**config.mk**
```make
export PLATFORM = sky130hd
export DESIGN_NAME = ofm_write_addr_controller
export DESIGN_NICKNAME = d
export VERILOG_FILES = /design/src/rtl/ofm_write_addr_controller.sv
export SDC_FILE = /design/constraint.sdc
export NUM_CORES = 1
export LEC_CHECK = 0
export BUFFER_PORTS_ARGS = -buffer_cell sky130_fd_sc_hd__buf_2
export CORE_MARGIN = 3
export CORE_UTILIZATION = 67
export CTS_BUF_LIST = sky130_fd_sc_hd__clkbuf_16
export DETAILED_ROUTE_END_ITERATION = 12
export GPL_ROUTABILITY_DRIVEN = 1
export HOLD_SLACK_MARGIN = 0.08
export PLACE_DENSITY = 0.84
export SYNTH_ARGS = -nofsm -noshare
export SYNTH_HDL_FRONTEND = slang
export SYNTH_SLANG_ARGS = --single-unit
```
**constraint.sdc**
```tcl
create_clock -name clk -period 8.7 [get_ports clk]
set_input_delay 1.74 -clock clk [delete_from_list [all_inputs] [get_ports clk]]
set_output_delay 1.74 -clock clk [all_outputs]
set_load 0.1 [all_outputs]
```
**src/rtl/ofm_write_addr_controller.sv**
```systemverilog
// OFM write-address sequencer: drains each systolic tile into channel-major OFM RAM; optional bound check under OFM_WRITE_BOUND_CHECK_EN.
// First write one cycle after tile_valid, tile_done after nf*width writes; tile_valid is taken only while tile_ready is high.
`timescale 1ns/1ps
module ofm_write_addr_controller #(
   parameter int SYSTOLIC_SIZE = 16,
   parameter int OFM_RAM_SIZE  = 2205619,
   localparam int AW = $clog2(OFM_RAM_SIZE),
   localparam int SW = $clog2(SYSTOLIC_SIZE)
) (
   input  logic          clk,
   input  logic          rst_n,
   input  logic          start,
   input  logic [AW-1:0] start_write_addr,
   input  logic [8:0]    ofm_size,
   input  logic [10:0]   num_filter,
   input  logic          tile_valid,
   output logic          tile_ready,
   output logic [AW-1:0] ofm_addr,
   output logic          write_en,
   output logic [SW-1:0] sel_filter,
   output logic [SW-1:0] sel_pixel,
   output logic          tile_done,
   output logic          layer_done
`ifdef OFM_WRITE_BOUND_CHECK_EN
   ,
   output logic          addr_error
`endif
);

   // Internal addresses are kept wide so the bound check sees the untruncated sum.
   localparam int XW = (AW > 30) ? AW + 2 : 32;
   localparam int CW = SW + 1;

   localparam logic [1:0] S_IDLE  = 2'd0;
   localparam logic [1:0] S_WAIT  = 2'd1;
   localparam logic [1:0] S_WRITE = 2'd2;
   localparam logic [1:0] S_NEXT  = 2'd3;

   logic [1:0]    state_q, state_d;
   logic [8:0]    ofm_size_q, ofm_size_d;
   logic [17:0]   plane_q, plane_d;
   logic [8:0]    num_strips_q, num_strips_d;
   logic [10:0]   num_groups_q, num_groups_d;
   logic [8:0]    row_q, row_d;
   logic [8:0]    strip_q, strip_d;
   logic [10:0]   group_q, group_d;
   logic [8:0]    rem_px_q, rem_px_d;
   logic [10:0]   rem_f_q, rem_f_d;
   logic [XW-1:0] grp_base_q, grp_base_d;
   logic [XW-1:0] strip_base_q, strip_base_d;
   logic [XW-1:0] tile_base_q, tile_base_d;
   logic [XW-1:0] fbase_q, fbase_d;
   logic [XW-1:0] addr_q, addr_d;
   logic [SW-1:0] f_q, f_d;
   logic [SW-1:0] p_q, p_d;
   logic          write_en_q, write_en_d;
   logic          tile_done_q, tile_done_d;
   logic          layer_done_q, layer_done_d;
   logic          wr_cyc_d;
   logic          in_range_d;

   logic [9:0]    ns_w;
   logic [11:0]   ng_w;
   logic [CW-1:0] width_w, nf_w;
   logic          last_p_w, last_f_w, is_last_w;
   logic [XW-1:0] grp_step_w;

   always_comb begin
      ns_w       = ({1'b0, ofm_size} + 10'(SYSTOLIC_SIZE - 1)) >> SW;
      ng_w       = ({1'b0, num_filter} + 12'(SYSTOLIC_SIZE - 1)) >> SW;
      width_w    = (rem_px_q >= 9'(SYSTOLIC_SIZE)) ? CW'(SYSTOLIC_SIZE) : rem_px_q[CW-1:0];
      nf_w       = (rem_f_q >= 11'(SYSTOLIC_SIZE)) ? CW'(SYSTOLIC_SIZE) : rem_f_q[CW-1:0];
      last_p_w   = ({1'b0, p_q} == width_w - CW'(1));
      last_f_w   = ({1'b0, f_q} == nf_w - CW'(1));
      is_last_w  = (group_q == num_groups_q - 11'd1) && (strip_q == num_strips_q - 9'd1)
                   && (row_q == ofm_size_q - 9'd1);
      grp_step_w = XW'(plane_q) << SW;
   end

   always_comb begin
      state_d      = state_q;
      ofm_size_d   = ofm_size_q;
      plane_d      = plane_q;
      num_strips_d = num_strips_q;
      num_groups_d = num_groups_q;
      row_d        = row_q;
      strip_d      = strip_q;
      group_d      = group_q;
      rem_px_d     = rem_px_q;
      rem_f_d      = rem_f_q;
      grp_base_d   = grp_base_q;
      strip_base_d = strip_base_q;
      tile_base_d  = tile_base_q;
      fbase_d      = fbase_q;
      addr_d       = addr_q;
      f_d          = f_q;
      p_d          = p_q;
      wr_cyc_d     = 1'b0;
      tile_done_d  = 1'b0;
      layer_done_d = 1'b0;
      case (state_q)
         S_IDLE: begin
            if (start) begin
               ofm_size_d   = ofm_size;
               plane_d      = 18'(ofm_size) * 18'(ofm_size);
               num_strips_d = ns_w[8:0];
               num_groups_d = ng_w[10:0];
               row_d        = '0;
               strip_d      = '0;
               group_d      = '0;
               rem_px_d     = ofm_size;
               rem_f_d      = num_filter;
               grp_base_d   = XW'(start_write_addr);
               strip_base_d = XW'(start_write_addr);
               tile_base_d  = XW'(start_write_addr);
               state_d      = S_WAIT;
            end
         end
         S_WAIT: begin
            if (tile_valid) begin
               addr_d   = tile_base_q;
               fbase_d  = tile_base_q;
               f_d      = '0;
               p_d      = '0;
               wr_cyc_d = 1'b1;
               state_d  = S_WRITE;
            end
         end
         S_WRITE: begin
            if (last_p_w) begin
               p_d = '0;
               if (last_f_w) begin
                  f_d          = '0;
                  tile_done_d  = 1'b1;
                  layer_done_d = is_last_w;
                  state_d      = S_NEXT;
               end else begin
                  f_d      = f_q + SW'(1);
                  fbase_d  = fbase_q + XW'(plane_q);
                  addr_d   = fbase_q + XW'(plane_q);
                  wr_cyc_d = 1'b1;
               end
            end else begin
               p_d      = p_q + SW'(1);
               addr_d   = addr_q + XW'(1);
               wr_cyc_d = 1'b1;
            end
         end
         S_NEXT: begin
            // Row is innermost, then column strip, then filter group.
            if (row_q == ofm_size_q - 9'd1) begin
               row_d = '0;
               if (strip_q == num_strips_q - 9'd1) begin
                  strip_d      = '0;
                  group_d      = group_q + 11'd1;
                  rem_px_d     = ofm_size_q;
                  rem_f_d      = rem_f_q - 11'(SYSTOLIC_SIZE);
                  grp_base_d   = grp_base_q + grp_step_w;
                  strip_base_d = grp_base_q + grp_step_w;
                  tile_base_d  = grp_base_q + grp_step_w;
               end else begin
                  strip_d      = strip_q + 9'd1;
                  rem_px_d     = rem_px_q - 9'(SYSTOLIC_SIZE);
                  strip_base_d = strip_base_q + XW'(SYSTOLIC_SIZE);
                  tile_base_d  = strip_base_q + XW'(SYSTOLIC_SIZE);
               end
            end else begin
               row_d       = row_q + 9'd1;
               tile_base_d = tile_base_q + XW'(ofm_size_q);
            end
            state_d = layer_done_q ? S_IDLE : S_WAIT;
         end
         default: state_d = S_IDLE;
      endcase
   end

`ifdef OFM_WRITE_BOUND_CHECK_EN
   logic addr_error_q, addr_error_d;

   always_comb begin
      in_range_d   = (addr_d < XW'(OFM_RAM_SIZE));
      addr_error_d = addr_error_q | (wr_cyc_d & ~in_range_d);
      if (state_q == S_IDLE && start) addr_error_d = 1'b0;
   end

   always_ff @(posedge clk or negedge rst_n) begin
      if (!rst_n) addr_error_q <= 1'b0;
      else        addr_error_q <= addr_error_d;
   end

   assign addr_error = addr_error_q;
`else
   assign in_range_d = 1'b1;
`endif

   assign write_en_d = wr_cyc_d & in_range_d;

   always_ff @(posedge clk or negedge rst_n) begin
      if (!rst_n) begin
         state_q      <= S_IDLE;
         ofm_size_q   <= '0;
         plane_q      <= '0;
         num_strips_q <= '0;
         num_groups_q <= '0;
         row_q        <= '0;
         strip_q      <= '0;
         group_q      <= '0;
         rem_px_q     <= '0;
         rem_f_q      <= '0;
         grp_base_q   <= '0;
         strip_base_q <= '0;
         tile_base_q  <= '0;
         fbase_q      <= '0;
         addr_q       <= '0;
         f_q          <= '0;
         p_q          <= '0;
         write_en_q   <= 1'b0;
         tile_done_q  <= 1'b0;
         layer_done_q <= 1'b0;
      end else begin
         state_q      <= state_d;
         ofm_size_q   <= ofm_size_d;
         plane_q      <= plane_d;
         num_strips_q <= num_strips_d;
         num_groups_q <= num_groups_d;
         row_q        <= row_d;
         strip_q      <= strip_d;
         group_q      <= group_d;
         rem_px_q     <= rem_px_d;
         rem_f_q      <= rem_f_d;
         grp_base_q   <= grp_base_d;
         strip_base_q <= strip_base_d;
         tile_base_q  <= tile_base_d;
         fbase_q      <= fbase_d;
         addr_q       <= addr_d;
         f_q          <= f_d;
         p_q          <= p_d;
         write_en_q   <= write_en_d;
         tile_done_q  <= tile_done_d;
         layer_done_q <= layer_done_d;
      end
   end

   assign tile_ready = (state_q == S_WAIT);
   assign ofm_addr   = addr_q[AW-1:0];
   assign write_en   = write_en_q;
   assign sel_filter = f_q;
   assign sel_pixel  = p_q;
   assign tile_done  = tile_done_q;
   assign layer_done = layer_done_q;

endmodule

```
==> run metrics, run 1 <==
hold buffers post-CTS 0; Syn Nets 2113; maximum vdd ir drop 0.3353 mV; final critical-path share of the clock period 0.6450; synth top area cells dfrtp_1 32%, ha_1 7.6%, nand2_1 5.9%; area share of the largest cell type after synthesis 0.3196; First DRT Iteration DRCs 1630; combinational share of power 0.611; Adder-Cell Fraction of Synth Area 0.1170; mux contribution to synthesized area 0.02871; sequential element share of the synthesized area 0.3196; EDFF count, synth 0; min Tclk post-route 5.612 ns; Top Ports 80; routability cong. 0.9341; asr flop ratio synth 1.000; Sw Ratio 0.5241; Hold WS 0.4891 ns; routed via count 15051; largest net degree at the start of global routing 99; Synth cell types 96; Starting Density 0.6934; number of cells on the worst hold path 2; register area 5280 sq um; hold endpoint fbase_q[10]; Routed WL per cell 20.49 um; critical path data required time 9.13 ns; gr usage total 0.3526; Pre-antenna DRT Iters 6; share of layout cells above drive strength 1 0.09586; CP max FO 16; Synth Register Bits 211; Simple-Gate Fraction of Synth Area 0.1953; Clock Sinks 211; Worst setup SP type input pin; crit path DAT 6.04 ns; most common cell in the netlist nand2_1; Final ANT Viol Nets 0; fin. max-slew vios 0; CTS tree built; total negative slack 0 ns; Max Clk Rate 178.2 MHz; hold crit path type reg2reg; # resized after CTS 0; Final Cell Area 17760 sq um; # fillers 1796; Final #Nets 2145; Internal 3.624 mW; Worst-Margin Slew 1.194 ns; initial antenna violation count 0; DR vias/cell 6.541; leakage dissipation 7.964 nW; total CTS buffers 25; Reg2Reg Setup Slack 4.37 ns; vias in the first global route 14159; Core Util, Final 0.7456; Die Area 26570 sq um; dominant cell type by area after synthesis dfrtp_1; reg2reg path depth 8; prevailing post-synth register cell dfrtp_1; hold path start fbase_q[10]; setup repair bufs after CTS 0; post-synthesis average cell area 8.545 sq um; Setup Skew 0.02275 ns; Core ar. 23820 sq um; Fin. Hold Viols 0; CP Capture Type flop; PwrDens 428.6 nW/um^2; Setup CP Type in2reg; Ys Warns 0; H-tree level count 1; FP Rows 56; combinational family with the most area after synthesis compound AO/OA/AOI/OAI gates; Sw Pwr 3.990 mW; multi-input logic area 10480 sq um; status complete, no violations; Die Y 163.0 um; synthesized netlist cell count 1933; Skew-Pair Late Insertion Delay 0.53 ns; Synth Area in Compound Gates 0.2094; Post-Synth XOR/XNOR Area 0.08256; reg2reg start state_q[1]; Overflow after GRT 0; Port Buffers 79; Max Buffers Root-to-Sink 3; Clock Pin Slew Worst Setup and Hold Paths 0.06 ns; n_diodes 0; first-pass GRT wire length 75300 um; DRT Wirelength 47140 um; RSZ-0062 raised after global routing no; placed cell area 17030 sq um; worst rel slew slack 0.2020; Clock power frac 0.126; Syn-to-layout area delta 7.537%; synth cell count leaders 259 x nand2_1, 211 x dfrtp_1, 160 x o21ai_0; Die Wd 163.0 um; max_cap viols 0; clk root buf clkbuf_16; placed wire-length estimate 34660 um; Reg power frac 0.263; Finish-stage setup viols 0; Post-route DRC 0; worst r2r dst rem_px_q[2]; cell area after synthesis 16520 sq um
metal layers:
layer  up-vias  track usage  routed length (um)
li1       6932            -                   -
met1      7193       0.4995               19590
met2       801       0.5493               21150
met3       125      0.05148                4281
met4         0       0.1411                2120
met5         -            0                   0
worst max-delay path: stages:
cell,delay [ns]
buf_2,0.26
and2_1,0.20
inv_1,0.05
fa_1,0.47
inv_1,0.05
fa_1,0.50
inv_1,0.05
fa_1,0.46
fa_1,0.54
inv_1,0.04
ha_1,0.31
o21ai_0,0.12
a21boi_0,0.35
o211ai_1,0.15
a21boi_0,0.29
o31ai_1,0.14
xor2_1,0.15
o21ai_0,0.15
flip-flops by register name, summed over array words and instances (netlist names), 6 cells and up:
name	flops
row_q	9
rem_f_q	11
strip_base_q	22
group_q	11
num_groups_q	8
strip_q	9
plane_q	16
addr_q	22
fbase_q	22
tile_base_q	22
grp_base_q	22
rem_px_q	9
num_strips_q	6
ofm_size_q	9
logic make-up (layout without fill, tap and decap cells):
group,Yosys count,in the layout
AOI/OAI and AO/OA,538,538
xor gates and xnor gates,154,154
adders and majority gates,134,134
buffers and inverters,185,234
DFF,211,211
muxes,45,45
and+or+nand+nor,666,666
layout by cell type (no fill, tap or decap), types with 9 or more instances in the layout:
cell type	Yosys	layout
nand4_1	24	24
xnor2_1	90	90
nor3_1	42	41
nor2_1	121	121
o211ai_1	14	14
or2_2	9	9
o31ai_1	15	15
o21ai_0	160	160
mux2_2	15	15
inv_1	97	103
a21o_1	22	22
nand2_1	259	258
nand2b_1	21	21
nor4_1	9	9
a31oi_1	21	21
nor2b_1	28	28
and3_1	18	18
nand3_1	54	54
buf_2	14	78
fa_1	34	34
mux2i_1	29	29
o21a_1	20	20
buf_4	3	13
xor2_1	63	63
ha_1	100	99
clkbuf_16	0	25
a211oi_1	10	10
and2_1	29	29
o22ai_1	36	36
dfrtp_1	211	211
a21oi_1	126	126
worst max path at each step:
stage	end	start	cells after the start
CTS	plane_q[16]	ofm_size[2]	18
detailed placement	plane_q[16]	ofm_size[2]	18
floorplan	plane_q[16]	ofm_size[6]	18
finish	plane_q[16]	ofm_size[2]	18
global route	plane_q[17]	ofm_size[6]	17
global placement	plane_q[16]	ofm_size[2]	18
stage by stage:
stage | power [mW] | worst slack, ns | instances
floorplan | 5.426 | 2.861 | 1933
global placement | 6.367 | 2.688 | 2257
detailed placement | 6.516 | 2.591 | 2257
CTS | 7.509 | 3.130 | 2301
global route | 8.140 | 2.798 | 2301
finish | 7.614 | 3.088 | 2301
power by group through the flow:
stage,combinational (mW),clock (mW),sequential [mW]
5_1_grt,5.08,1.01,2.04
4_1_cts,4.57,0.966,1.97
3_3_place_gp,4.40,0,1.96
3_5_place_dp,4.53,0,1.98
6_report,4.65,0.962,2.00
2_1_floorplan,3.28,0,2.15
layout make-up:
class,count,share of cell area
clock buffers,25,0.03522
clock inverters,19,0.006058
inverters,98,0.02071
multi-input cells,1537,0.5900
flip-flops and latches,211,0.2972
well taps,319,0.02247
repair buffers,92,0.02832
Power figures use the tool's default switching activity.
==> run 2: changes to the inputs <==
--- a/config.mk
+++ b/config.mk
@@ -7,12 +7,12 @@
 export LEC_CHECK = 0
 export BUFFER_PORTS_ARGS = -buffer_cell sky130_fd_sc_hd__buf_2
 export CORE_MARGIN = 3
-export CORE_UTILIZATION = 67
+export CORE_UTILIZATION = 63
 export CTS_BUF_LIST = sky130_fd_sc_hd__clkbuf_16
 export DETAILED_ROUTE_END_ITERATION = 12
 export GPL_ROUTABILITY_DRIVEN = 1
 export HOLD_SLACK_MARGIN = 0.08
-export PLACE_DENSITY = 0.84
+export PLACE_DENSITY = 0.8
 export SYNTH_ARGS = -nofsm -noshare
 export SYNTH_HDL_FRONTEND = slang
 export SYNTH_SLANG_ARGS = --single-unit
==> constraint.sdc (replaced) <==
create_clock -name clk -period 5.25 [get_ports clk]
set_input_delay 1.05 -clock clk [delete_from_list [all_inputs] [get_ports clk]]
set_output_delay 1.05 -clock clk [all_outputs]
set_load 0.1 [all_outputs]
==> run 2 against run 1 <==
Against the previous run: first-iteration DRC count is 1.4% lower; largest cell class unchanged; die area increased by 6.1%; utilization decreased by 4.0 points; total power up 66%.
==> run metrics, run 2 (synthesized netlist as in run 1, its figures left out) <==
Final ANT Viol Nets 0; routability cong. 0.9651; Max Buffers Root-to-Sink 3; final cell count without fillers 2330; Die Y 167.9 um; Fin. Hold Viols 0; Post-route DRC 0; clk root buf clkbuf_16; Clock Sinks 211; DR vias/cell 6.388; max_cap viols 0; Pre-antenna DRT Iters 6; Final WS setup 0.4855 ns; share of layout cells above drive strength 1 0.1051; placed wire-length estimate 33910 um; RSZ-0062 raised after global routing no; Clock Pin Slew Worst Setup and Hold Paths 0.06 ns; commonest cells after routing, fill and taps aside 258 x nand2_1, 211 x dfrtp_1, 160 x o21ai_0, 126 x a21oi_1, 121 x nor2_1; dpl ws -0.07157 ns; Routed WL per cell 20.06 um; Top Ports 80; First DRT Iteration DRCs 1607; Setup Skew 0.01022 ns; routed via count 14883; Setup CP Type in2reg; Final #Nets 2164; Die Area 28200 sq um; most common cell after layout, fill and taps aside nand2_1; CP max stage delay 0.55 ns; hold crit path type reg2reg; CP max stage cell fa_1; number of cells on the worst hold path 1; register area 5280 sq um; # fillers 2020; Finish-stage setup viols 0; Max Clk Rate 209.9 MHz; H-tree level count 1; total negative slack 0 ns; largest net degree at the start of global routing 93; Total Power 12.63 mW; first-pass GRT wire length 74640 um; status complete, no violations; FP Rows 58; vias in the first global route 14396; gr usage total 0.3241; CP max FO 6; CTS tree built; worst rel slew slack 0.2445; total CTS buffers 25; reg2reg path depth 10; hold buffers post-CTS 0; initial antenna violation count 1; multi-input logic area 10480 sq um; Worst setup SP type input pin; Overflow after GRT 0; Skew-Pair Late Insertion Delay 0.53 ns; critical path data required time 5.63 ns; maximum vdd ir drop 0.5965 mV; Die Wd 167.9 um; final critical-path share of the clock period 0.9075; cells along the critical path buf_2 -> and2_1 -> inv_1 -> fa_1 -> inv_1 -> fa_1 -> inv_1 -> fa_1 -> fa_1 -> inv_1 -> ha_1 -> o21ai_0 -> a21boi_0 -> o211ai_1 -> a21boi_0 -> o31ai_1 -> xor2_1 -> o21ai_0; CP Capture Type flop; Hold WS 0.4851 ns; Port Buffers 79; Inst Count DP 2287; Core ar. 25470 sq um; fin. max-slew vios 0; DRT Wirelength 46740 um; Starting Density 0.6485; PwrDens 702.3 nW/um^2; min Tclk post-route 4.764 ns; Syn-to-layout area delta 8.824%; setup repair bufs after CTS 0; leakage dissipation 8.079 nW; Worst-Margin Slew 1.130 ns; # resized after CTS 0; crit path DAT 5.14 ns
## run 2: changes by cell type in the layout (fill, tap and decap cells not counted), sizes merged
| cell | delta |
|---|---|
| clkinvlp | -2 |
| inv | -2 |
| buf | +18 |
| bufinv | +2 |
| diode | +1 |
| clkbuf | +1 |
## run 2: layout make-up
cell class / count / area share
multi-input cells: 1537 / 0.5830
flip-flops and latches: 211 / 0.2937
repair buffers: 111 / 0.03654
clock buffers: 25 / 0.03480
well taps: 330 / 0.02297
inverters: 98 / 0.02046
clock inverters: 17 / 0.008352
diodes: 1 / 0.0001392
## run 2: critical path, delay by kind of cell
family                   cells  cell delay, ns
AO/OA/AOI/OAI                6            1.06
XOR/XNOR                     1            0.16
adder cells (fa/ha/maj)      5            2.32
buffers and inverters        5            0.38
AND/OR/NAND/NOR              1            0.17
## run 2: worst paths after layout
path	from	to	slack (ns)
min in group asynchronous	rst_n	sel_pixel[3]	0.56
worst min register to register	grp_base_q[9]	grp_base_q[9]	0.49
worst max register to register	ofm_size_q[0]	tile_base_q[18]	1.19
worst min-delay path	grp_base_q[9]	grp_base_q[9]	0.49
worst max-delay path	ofm_size[2]	plane_q[16]	0.49
max in group asynchronous	rst_n	plane_q[4]	3.69
## run 2: per-stage QoR
step / utilization / area, sq um
after floorplan: - / 16520
after global placement: 0.6752 / 17200
after detailed placement: 0.6752 / 17200
after CTS: 0.7056 / 17970
after global routing: 0.7056 / 17970
final: 0.7057 / 17980
## run 2: metal layers
layer	vias to the layer above	GRT usage	wire, um	share of wire
li1	6985	-	-	-
met1	7107	0.4357	19280	0.41
met2	651	0.5257	21460	0.46
met3	140	0.05964	4060	0.087
met4	0	0.1234	1933	0.041
met5	-	0	0	0
## run 2: where the power goes
group | switching, mW | total (mW) | internal, mW
clock network | 0.691 | 1.69 | 1.00
registers | 0.939 | 3.26 | 2.32
logic | 4.87 | 7.68 | 2.81
total | 6.50 | 12.6 | 6.13
==> run 3: changes to the inputs <==
--- a/config.mk
+++ b/config.mk
@@ -7,12 +7,12 @@
 export LEC_CHECK = 0
 export BUFFER_PORTS_ARGS = -buffer_cell sky130_fd_sc_hd__buf_2
 export CORE_MARGIN = 3
-export CORE_UTILIZATION = 63
+export CORE_UTILIZATION = 67
 export CTS_BUF_LIST = sky130_fd_sc_hd__clkbuf_16
 export DETAILED_ROUTE_END_ITERATION = 12
 export GPL_ROUTABILITY_DRIVEN = 1
 export HOLD_SLACK_MARGIN = 0.08
-export PLACE_DENSITY = 0.8
+export PLACE_DENSITY = 0.84
 export SYNTH_ARGS = -nofsm -noshare
 export SYNTH_HDL_FRONTEND = slang
 export SYNTH_SLANG_ARGS = --single-unit
==> constraint.sdc (replaced) <==
create_clock -name clk -period 6.2 [get_ports clk]
set_input_delay 1.24 -clock clk [delete_from_list [all_inputs] [get_ports clk]]
set_output_delay 1.24 -clock clk [all_outputs]
set_load 0.1 [all_outputs]
==> run 3 against run 2 <==
Against the previous run: first-iteration DRC count is 11% lower; utilization up 4.5 points; total power decreased by 14%; worst hold slack better by 0.0088 ns; critical path depth down 1; final cell count is 1.2% lower; clock skew grew 0.0066 ns; non-clock buffer count decreased by 17; combinational power fell by 15%; via count is 0.66% higher; final area fell by 0.54%; die area is 5.8% lower; critical endpoint is now plane_q[17]; largest cell class unchanged; largest power group unchanged.
==> run metrics, run 3 (synthesized netlist as in run 1, its figures left out) <==
status complete, no violations; CP Capture Type flop; clk root buf clkbuf_16; Overflow after GRT 0; Core ar. 23820 sq um; initial antenna violation count 0; crit path DAT 5.52 ns; CTS tree built; Setup Skew 0.01680 ns; setup repair bufs after CTS 0; Final ANT Viol Nets 0; routed via count 14981; total CTS buffers 24; placed wire-length estimate 34780 um; Clock Sinks 211; Port Buffers 79; n_diodes 0; vias in the first global route 13995; min Tclk post-route 5.141 ns; fin. max-slew vios 0; Fin. Hold Viols 0; Worst setup SP type input pin; leakage dissipation 8.013 nW; worst rel slew slack 0.2656; Pre-antenna DRT Iters 9; DR vias/cell 6.505; Final WS setup 1.060 ns; Skew-Pair Late Insertion Delay 0.53 ns; share of layout cells above drive strength 1 0.1018; RSZ-0062 raised after global routing no; Starting Density 0.6934; Top Ports 80; First DRT Iteration DRCs 1434; Setup CP Type in2reg; critical path data required time 6.57 ns; total negative slack 0 ns; Max Buffers Root-to-Sink 3; Clock Pin Slew Worst Setup and Hold Paths 0.06 ns; gr usage total 0.3515; most common cell after layout, fill and taps aside nand2_1; CP max FO 13; first-pass GRT wire length 75030 um; final critical-path share of the clock period 0.8291; dpl ws 0.5495 ns; Post-route DRC 0; hold crit path type reg2reg; commonest cells after routing, fill and taps aside 258 x nand2_1, 211 x dfrtp_1, 160 x o21ai_0, 126 x a21oi_1, 121 x nor2_1; # fillers 1800; Die Wd 163.0 um; hold buffers post-CTS 0; Finish-stage setup viols 0; Max Clk Rate 194.5 MHz; Worst-Margin Slew 1.099 ns; Syn-to-layout area delta 8.234%; Die Area 26570 sq um; Final #Nets 2146; maximum vdd ir drop 0.4426 mV; Routed WL per cell 20.40 um; # resized after CTS 0; FP Rows 56; DRT Wirelength 46990 um; H-tree level count 1; routability cong. 0.9534; PwrDens 606.7 nW/um^2; largest net degree at the start of global routing 118; max_cap viols 0; Die Y 163.0 um; Hold WS 0.4939 ns
[run 3: cell types whose count changed in the layout (fill, tap and decap cells not counted), moves of 2 or more]
cell | before | now
inv_6 | 0 | 2
clkinv_2 | 2 | 6
buf_4 | 31 | 15
clkinv_1 | 7 | 3
inv_1 | 101 | 98
[run 3: critical path, stage by stage]
cell	delay (ns)
buf_2	0.22
inv_1	0.17
nor2_1	0.22
fa_1	0.49
fa_1	0.52
fa_1	0.55
inv_1	0.05
fa_1	0.53
inv_1	0.04
ha_1	0.22
nor3_1	0.22
o211ai_1	0.18
a31oi_1	0.33
nand2b_1	0.09
a31oi_1	0.21
xnor2_1	0.15
o21ai_0	0.09
[run 3: metrics by stage]
| step | std cells | util | power, mW | area [sq um] |
|---|---|---|---|---|
| floorplan | 1933 | - | 7.613 | 16520 |
| global placement | 2259 | 0.7155 | 8.933 | 17050 |
| detailed placement | 2259 | 0.7155 | 9.142 | 17050 |
| CTS | 2303 | 0.7505 | 10.71 | 17880 |
| global route | 2303 | 0.7505 | 11.59 | 17880 |
| finish | 2303 | 0.7505 | 10.85 | 17880 |
[run 3: report_power, final]
group | internal, mW | switching [mW] | total (mW)
registers | 1.96 | 0.842 | 2.80
logic | 2.36 | 4.15 | 6.52
clock network | 0.903 | 0.624 | 1.53
total | 5.23 | 5.62 | 10.8
[run 3: path summary, 6_finish.rpt]
path                       slack, ns              end  cells after the start          start
setup / recovery                1.06      plane_q[17]                     17    ofm_size[6]
hold / removal                  0.49      fbase_q[10]                      2    fbase_q[10]
setup reg to reg                1.94  strip_base_q[2]                     10  ofm_size_q[1]
hold reg to reg                 0.49      fbase_q[10]                      2    fbase_q[10]
max in group asynchronous       4.20       plane_q[4]                      2          rst_n
min in group asynchronous       0.72  num_groups_q[6]                      1          rst_n
[run 3: layer usage]
metal  track usage  part of all wire
met1        0.4985              0.42
met2        0.5549              0.45
met3       0.04032             0.080
met4        0.1411             0.050
met5             0                 0
[run 3: final cells by class]
| class | instances | area (sq um) | area share |
|---|---|---|---|
| flip-flops and latches | 211 | 5280 | 0.2953 |
| repair buffers | 94 | 518.0 | 0.02897 |
| well taps | 319 | 399.1 | 0.02232 |
| multi-input cells | 1537 | 10480 | 0.5862 |
| clock inverters | 19 | 207.7 | 0.01162 |
| clock buffers | 25 | 625.6 | 0.03499 |
| inverters | 98 | 367.9 | 0.02058 |
